`src/rtl/mcml_result_drain.sv`:
```
`timescale 1ns/1ps
// ---------------------------------------------------------------------------
// mcml_result_drain
//
// Walks the mcml absorption result memory once a simulation has finished.
// Each result word is captured after the core's read latency, offered on a
// valid/ready stream, and folded into a running word count and a 32-bit
// rotate-XOR signature. The first word is read without any inc_result pulse;
// every further word is fetched with exactly one inc_result pulse.
//
// Ports:
//   clk              system clock, rising edge
//   reset            asynchronous active-low reset
//   start            one-cycle request to arm a drain run (IDLE/DONE only)
//   calc_in_progress high while the mcml core simulates; stalls ARM, aborts
//                    an active drain
//   result           current result word from the core
//   inc_result       one-cycle pulse advancing the core's result pointer
//   out_valid        out_data holds a captured word
//   out_ready        downstream accepts out_data when high with out_valid
//   out_data         captured result word
//   busy             run in progress (any state except IDLE and DONE)
//   done             all NUM_WORDS words accepted
//   abort_err        sticky: calc_in_progress rose during a drain
//   word_count       words accepted this run
//   signature        rotate-left-by-one then XOR digest of accepted words
// ---------------------------------------------------------------------------
module mcml_result_drain #(
    parameter int NUM_WORDS = 8192,
    parameter int CNT_W     = 14,
    parameter int READ_LAT  = 2
) (
    input  logic             clk,
    input  logic             reset,
    input  logic             start,
    input  logic             calc_in_progress,
    input  logic [31:0]      result,
    output logic             inc_result,
    output logic             out_valid,
    input  logic             out_ready,
    output logic [31:0]      out_data,
    output logic             busy,
    output logic             done,
    output logic             abort_err,
    output logic [CNT_W-1:0] word_count,
    output logic [31:0]      signature
);

    localparam logic [2:0]       SETTLE_LOAD = 3'(READ_LAT);
    localparam logic [CNT_W-1:0] LAST_WORD   = CNT_W'(NUM_WORDS);

    typedef enum logic [2:0] {
        S_IDLE,
        S_ARM,
        S_SETTLE,
        S_PRESENT,
        S_ADVANCE,
        S_DONE
    } state_t;

    state_t           state_q, state_d;
    logic [2:0]       settle_q, settle_d;
    logic [31:0]      data_q, data_d;
    logic [CNT_W-1:0] count_q, count_d;
    logic [31:0]      sig_q, sig_d;
    logic             abort_q, abort_d;
    logic             inc_q, inc_d;
    logic             vld_q, vld_d;
    logic             busy_q, busy_d;
    logic             done_q, done_d;

    // Next-state and next-register values
    always_comb begin
        state_d  = state_q;
        settle_d = settle_q;
        data_d   = data_q;
        count_d  = count_q;
        sig_d    = sig_q;
        abort_d  = abort_q;

        case (state_q)
            S_IDLE, S_DONE: begin
                if (start) begin
                    count_d = '0;
                    sig_d   = '0;
                    abort_d = 1'b0;
                    state_d = S_ARM;
                end
            end

            S_ARM: begin
                if (!calc_in_progress) begin
                    settle_d = SETTLE_LOAD;
                    state_d  = S_SETTLE;
                end
            end

            S_SETTLE: begin
                if (calc_in_progress) begin
                    abort_d = 1'b1;
                    state_d = S_IDLE;
                end else begin
                    settle_d = settle_q - 3'd1;
                    // Counter expires on this edge: result now reflects the
                    // word addressed by the most recent pointer move.
                    if (settle_q <= 3'd1) begin
                        settle_d = 3'd0;
                        data_d   = result;
                        state_d  = S_PRESENT;
                    end
                end
            end

            S_PRESENT: begin
                // Abort wins over a same-cycle handshake.
                if (calc_in_progress) begin
                    abort_d = 1'b1;
                    state_d = S_IDLE;
                end else if (out_ready) begin
                    count_d = count_q + CNT_W'(1);
                    sig_d   = {sig_q[30:0], sig_q[31]} ^ data_q;
                    // No pointer advance after the final word.
                    if (count_q + CNT_W'(1) == LAST_WORD) begin
                        state_d = S_DONE;
                    end else begin
                        state_d = S_ADVANCE;
                    end
                end
            end

            S_ADVANCE: begin
                if (calc_in_progress) begin
                    abort_d = 1'b1;
                    state_d = S_IDLE;
                end else begin
                    settle_d = SETTLE_LOAD;
                    state_d  = S_SETTLE;
                end
            end

            default: begin
                state_d = S_IDLE;
            end
        endcase

        // Outputs are registered from the next state so they are glitch-free
        // and line up exactly with the state they describe.
        inc_d  = (state_d == S_ADVANCE);
        vld_d  = (state_d == S_PRESENT);
        done_d = (state_d == S_DONE);
        busy_d = (state_d != S_IDLE) && (state_d != S_DONE);
    end

    // State and output registers
    always_ff @(posedge clk or negedge reset) begin
        if (!reset) begin
            state_q  <= S_IDLE;
            settle_q <= 3'd0;
            data_q   <= '0;
            count_q  <= '0;
            sig_q    <= '0;
            abort_q  <= 1'b0;
            inc_q    <= 1'b0;
            vld_q    <= 1'b0;
            busy_q   <= 1'b0;
            done_q   <= 1'b0;
        end else begin
            state_q  <= state_d;
            settle_q <= settle_d;
            data_q   <= data_d;
            count_q  <= count_d;
            sig_q    <= sig_d;
            abort_q  <= abort_d;
            inc_q    <= inc_d;
            vld_q    <= vld_d;
            busy_q   <= busy_d;
            done_q   <= done_d;
        end
    end

    assign inc_result = inc_q;
    assign out_valid  = vld_q;
    assign out_data   = data_q;
    assign busy       = busy_q;
    assign done       = done_q;
    assign abort_err  = abort_q;
    assign word_count = count_q;
    assign signature  = sig_q;

endmodule
```
`config.mk`:
```
export PLATFORM = sky130hd
export DESIGN_NAME = mcml_result_drain
export DESIGN_NICKNAME = d
export VERILOG_FILES = /design/src/rtl/mcml_result_drain.sv
export SDC_FILE = /design/constraint.sdc
export NUM_CORES = 1
export LEC_CHECK = 0
export ABC_AREA = 1
export ABC_CLOCK_PERIOD_IN_PS = 3000
export CAP_MARGIN = 20
export CORE_UTILIZATION = 45
export CTS_BUF_LIST = sky130_fd_sc_hd__clkbuf_2 sky130_fd_sc_hd__clkbuf_4 sky130_fd_sc_hd__clkbuf_8
export DETAILED_ROUTE_END_ITERATION = 8
export GPL_TIMING_DRIVEN = 0
export PLACE_DENSITY = 0.8
export RECOVER_POWER = 50
export SLEW_MARGIN = 20
export SYNTH_ARGS = -nofsm -noshare
export SYNTH_HDL_FRONTEND = slang
export SYNTH_SLANG_ARGS = --single-unit
export TNS_END_PERCENT = 50
```
`constraint.sdc`:
```
create_clock -name clk -period 3 [get_ports clk]
set_input_delay 0.75 -clock clk [delete_from_list [all_inputs] [get_ports clk]]
set_output_delay 0.75 -clock clk [all_outputs]
set_load 0.01 [all_outputs]
```
======== Word-level counts from Yosys, hierarchy flattened ========
Cells that the tools add are included.
storage, ports and cells
  bits in registers ....................... 89
  output and inout port bits .............. 83
operators by class
  add/sub/neg operators ................... 2
  order comparisons ....................... 1
  eq/ne operators ......................... 16
  muxes and demuxes ....................... 24
  bitwise gates (word level) .............. 2
  reductions and logical operators ........ 13
operator list
  kind                                                                              number
  32-bit two-way mux                                                                3
  32-bit case mux with 2 select lines                                               1
  14-bit two-way mux                                                                3
  32-bit XOR                                                                        1
  14-bit case mux with 2 select lines                                               1
  3-bit two-way mux                                                                 9
  3-bit case mux with 5 select lines                                                1
  14-bit by 1-bit adder with 14-bit output, second input constant                   1
  14-bit equality test, second input constant                                       1
  3-bit equality test, second input constant                                        4
  2-bit inequality test, second input constant                                      5
  3-bit by 2-bit equality test with 1-bit output, second input constant             3
  3-bit AND reduction                                                               3
  3-bit case mux with 2 select lines                                                1
  2-bit nonzero test                                                                3
  4-bit AND reduction                                                               1
  2-bit OR reduction                                                                2
  3-bit by 1-bit equality test with 1-bit output, second input constant             1
  3-bit by 1-bit less-or-equal comparator with 1-bit output, second input constant  1
  3-bit zero test                                                                   1
  1-bit two-way mux                                                                 3
  3-bit inequality test, second input constant                                      1
  3-bit nonzero test                                                                1
  3-bit OR reduction                                                                1
  6 further kinds                                                                   6

======== Longest topological paths before layout ========
  word-level depth ........................ 8
  gate-level depth with buffers ........... 14

======== Worst setup path before layout ========
Ideal clock, no wire load.
  path type ............................... in2reg
  start ................................... input calc_in_progress
  end ..................................... register sig_q[22] (netlist: signature[22])
  setup time .............................. 0.145 ns
  arrival ................................. 1.613 ns
  data required time ...................... 2.855 ns
  path slack .............................. 1.243 ns
  stages on the path ...................... 8
  path buffers ............................ 2
  cell sequence ........................... inv_1 > nand3_2 > nand2_4 > inv_2 > buf_6 > buf_6 > nand2_2 > o31ai_2
on the way
  cells in the longest elaborated chain, start to end .. 2
ends and longest elaborated chain
  element                          line  RTL
  start: declaration               36    input logic calc_in_progress,
  2-bit inequality test (no line)  n/a
  4-bit AND reduction (no line)    n/a
  end signal: assignment           172   sig_q <= sig_d;
  end: declaration                 65    logic [31:0] sig_q, sig_d;
Every way passes these cells.
A chain may end at the register's enable or synchronous reset.

======== Worst setup path in the final report ========
  start ................................... input calc_in_progress
  end ..................................... register sig_q[29] (netlist: signature[29])
Same word-level chain as after synthesis.

==> qor.csv <==
stage,metric,value,unit
sta,Worst Max-Slew Pin Slew,1200,ps
clocking,TritonCTS Sinks,89,
critical_path,required time of the critical path,3200,ps
placement,HPWL after DPL,7.44,mm
clocking,clk root buf,clkbuf_8,
clocking,clock slew at reported path FFs,100,ps
worst_hold_path,worst hold path class,in -> async,
sta,fmax,403,MHz
sta,max-slew violation count,0,
critical_path,crit path capture type,flop,
critical_path,worst-path cell chain,"clkdlybuf4s50_1, inv_1, nand3_1, nand2_1, inv_2, buf_6, buf_6, nand2_2, o31ai_2",
critical_path,Worst path slowest cell,nand2_1,
sta,Final Hold Viols,0,
floorplanning,Ports,120,
floorplanning,Initial Util,0.462,
global_routing,GRT Util Overall,0.216,
job,maxcap violations,0,
synth,register area share after synthesis,0.527,
placement,Port Buf Inserts,119,
clocking,CTS resizes,0,
placement,GP Congestion,0.900,
cells_and_area,P&R area growth vs syn,35.8,%
drt,DRT Pass-1 Iters,4,
power_and_ir_drop,VDD IR-drop max,541,uV
critical_path,WS Path Type,in -> reg,
placement,Place WS,504,ps
critical_path,CP Launch Type,input pin,
drt,via count,3588,
sta,Worst slew margin,0.197,
global_routing,initial antenna violation count,0,
synth,Synth Instances,463,
critical_path,"Data arrival, critical path",2680,ps
cells_and_area,Layout Cells excl Fill,710,
synth,Ys Warns,0,
clocking,CTS H-tree depth,3,
critical_path,Critical Path Most Common Cell,buf_6,
global_routing,first-pass GRT wire length,16.8,mm
power_and_ir_drop,PD cells,842,nW/um^2
synth,Yosys reg bits,89,
sta,Final min period,2480,ps
cells_and_area,final core occ,0.627,
critical_path,critical path peak fanout,10,
global_routing,vias in the first global route,3568,
drt,vias per cell,5.05,
power_and_ir_drop,Pwr Total,4.83,mW
drt,Final ANT Viol Nets,0,
cells_and_area,share of cells above drive strength 1,0.100,
sta,clk_skew,16.4,ps
cells_and_area,# fillers,803,
floorplanning,Chip Width,98.9,um
floorplanning,die area,9790,sq um
drt,DRT Wirelength,10.2,mm
sta,setup ws final,521,ps
clocking,postcts setup bufs,0,
critical_path,CP Launch Point,calc_in_progress,
synth,Yosys cell types,31,
critical_path,"Buf+Inv Stages, Crit Path",5,
drt,initial drt markers,193,
drt,DRC errors left,0,
sta,RSZ-0062 raised after global routing,false,
synth,Mapped Area,4230,sq um
clocking,Hold Buf Count CTS,0,
clocking,CTS max path bufs,2,
floorplanning,Core ar.,9150,sq um
clocking,cts bufs inserted,9,
clocking,CTS tree,yes,
placement,Placed Cells,694,
clocking,clk_lat worst skew,350,ps
floorplanning,FP Rows,35,
cells_and_area,Diodes inserted,0,
floorplanning,Die Y,98.9,um
critical_path,"slowest stage delay, CP",480,ps
critical_path,crit-path leading delay family,buffers and inverters,
power_and_ir_drop,P_leak,2.53,nW
synth,syn_nets,503,
synth,mean post-synth cell area,9.13,sq um
cells_and_area,nets,634,
global_routing,remaining global-route overflow,0,
sta,period utilisation layout,0.826,
critical_path,R2R Path Start,state_q[2],
outcome,status,"complete, no violations",
global_routing,largest net degree at the start of global routing,50,
sta,Fin Setup TNS,0,ps
sta,final setup fails,0,
drt,post-DR wirelength/cell,14.3,um
-- per-stage QoR --
| step | area (sq um) | hold slack, ps |
|---|---|---|
| final | 5740 | 353 |
| after global routing | 5740 | 389 |
| after CTS | 5790 | 394 |
| after detailed placement | 5580 | 506 |
| after global placement | 5560 | 496 |
| after floorplan | 4230 | 454 |
-- sequential cells by signal, indices dropped and copies added (netlist names) --
signal,count
abort_err,1
signature,32
word_count,14
out_valid,1
busy,1
out_data,32
state_q,3
inc_result,1
done,1
settle_q,3
-- final timing paths --
kind	to	slack (ps)	cells past startpoint
max in group asynchronous	signature[7]	1080	2
min in group clk	out_data[11]	520	2
worst max-delay path	signature[29]	520	9
worst min-delay path	out_data[26]	350	1
worst min register to register	out_data[11]	520	2
worst max register to register	signature[29]	740	8
-- kinds of logic (layout without fill, tap and decap cells) --
kind of cell,Yosys count,count (layout),synth area share
AND/OR/NAND/NOR,229,229,0.235
flip-flops,89,89,0.527
buffers and inverters,42,178,0.0444
AO/OA/AOI/OAI,63,63,0.109
adder cells (fa/ha/maj),3,3,0.00888
XOR/XNOR,37,37,0.0766
-- cell type report --
type	count	area (sq um)	area share
Sequential cell	89	2230	0.388
Multi-Input combinational cell	332	1790	0.312
Timing Repair Buffer	120	1190	0.208
Tap cell	111	139	0.0242
Clock buffer	10	138	0.0240
Inverter	26	97.6	0.0170
Buffer	16	88.8	0.0155
Clock inverter	6	67.6	0.0118
-- report_power, final --
part | internal [mW] | switching, mW | leakage, nW
sequential | 1.55 | 0.350 | 1.19
clock | 0.408 | 0.440 | 0.0868
combinational | 1.03 | 1.05 | 1.25
total | 2.99 | 1.84 | 2.53
-- cells in the mapped netlist --
master / count / share of area
nor2_8: 1 / 0.0047
xor2_1: 5 / 0.010
a21oi_1: 6 / 0.0071
o31ai_1: 8 / 0.014
nor3_2: 1 / 0.0024
buf_6: 3 / 0.0080
nand2_4: 1 / 0.0027
inv_2: 2 / 0.0018
ha_1: 3 / 0.0089
nand4_1: 2 / 0.0030
o21bai_1: 2 / 0.0035
o31ai_2: 14 / 0.041
buf_4: 1 / 0.0018
nand2_1: 159 / 0.14
nor3_1: 1 / 0.0012
o22ai_1: 4 / 0.0059
a22oi_1: 2 / 0.0035
dfrtp_1: 89 / 0.53
nand3_2: 1 / 0.0024
buf_2: 3 / 0.0035
nor2_1: 19 / 0.017
nand3_1: 21 / 0.025
nor2_2: 4 / 0.0059
clkbuf_1: 9 / 0.0080
xnor2_1: 32 / 0.066
nand3b_1: 2 / 0.0035
inv_1: 24 / 0.021
nand2_2: 16 / 0.024
nor2_4: 1 / 0.0027
o21ai_2: 1 / 0.0021
o21ai_0: 26 / 0.031
-- placed cells by master (no fill, tap or decap), types with 6 or more instances in the layout --
cell type          n
a21oi_1            6
clkbuf_1          10
clkbuf_8          10
clkdlybuf4s50_1   98
dfrtp_1           89
dlygate4sd3_1     20
inv_1             25
nand2_1          160
nand2_2           16
nand3_1           22
nor2_1            20
o21ai_0           27
o31ai_1            8
o31ai_2           14
xnor2_1           32
-- per-layer routing --
| layer | GRT usage | routed length (um) | vias up |
|---|---|---|---|
| met1 | 0.278 | 4520 | 1713 |
| met4 | 0.0815 | 158 | 0 |
| met2 | 0.364 | 4950 | 113 |
| li1 | - | - | 1750 |
| met5 | 0 | 0 | - |
| met3 | 0.0404 | 545 | 12 |
Note: power is estimated with default switching activity, not from simulation.
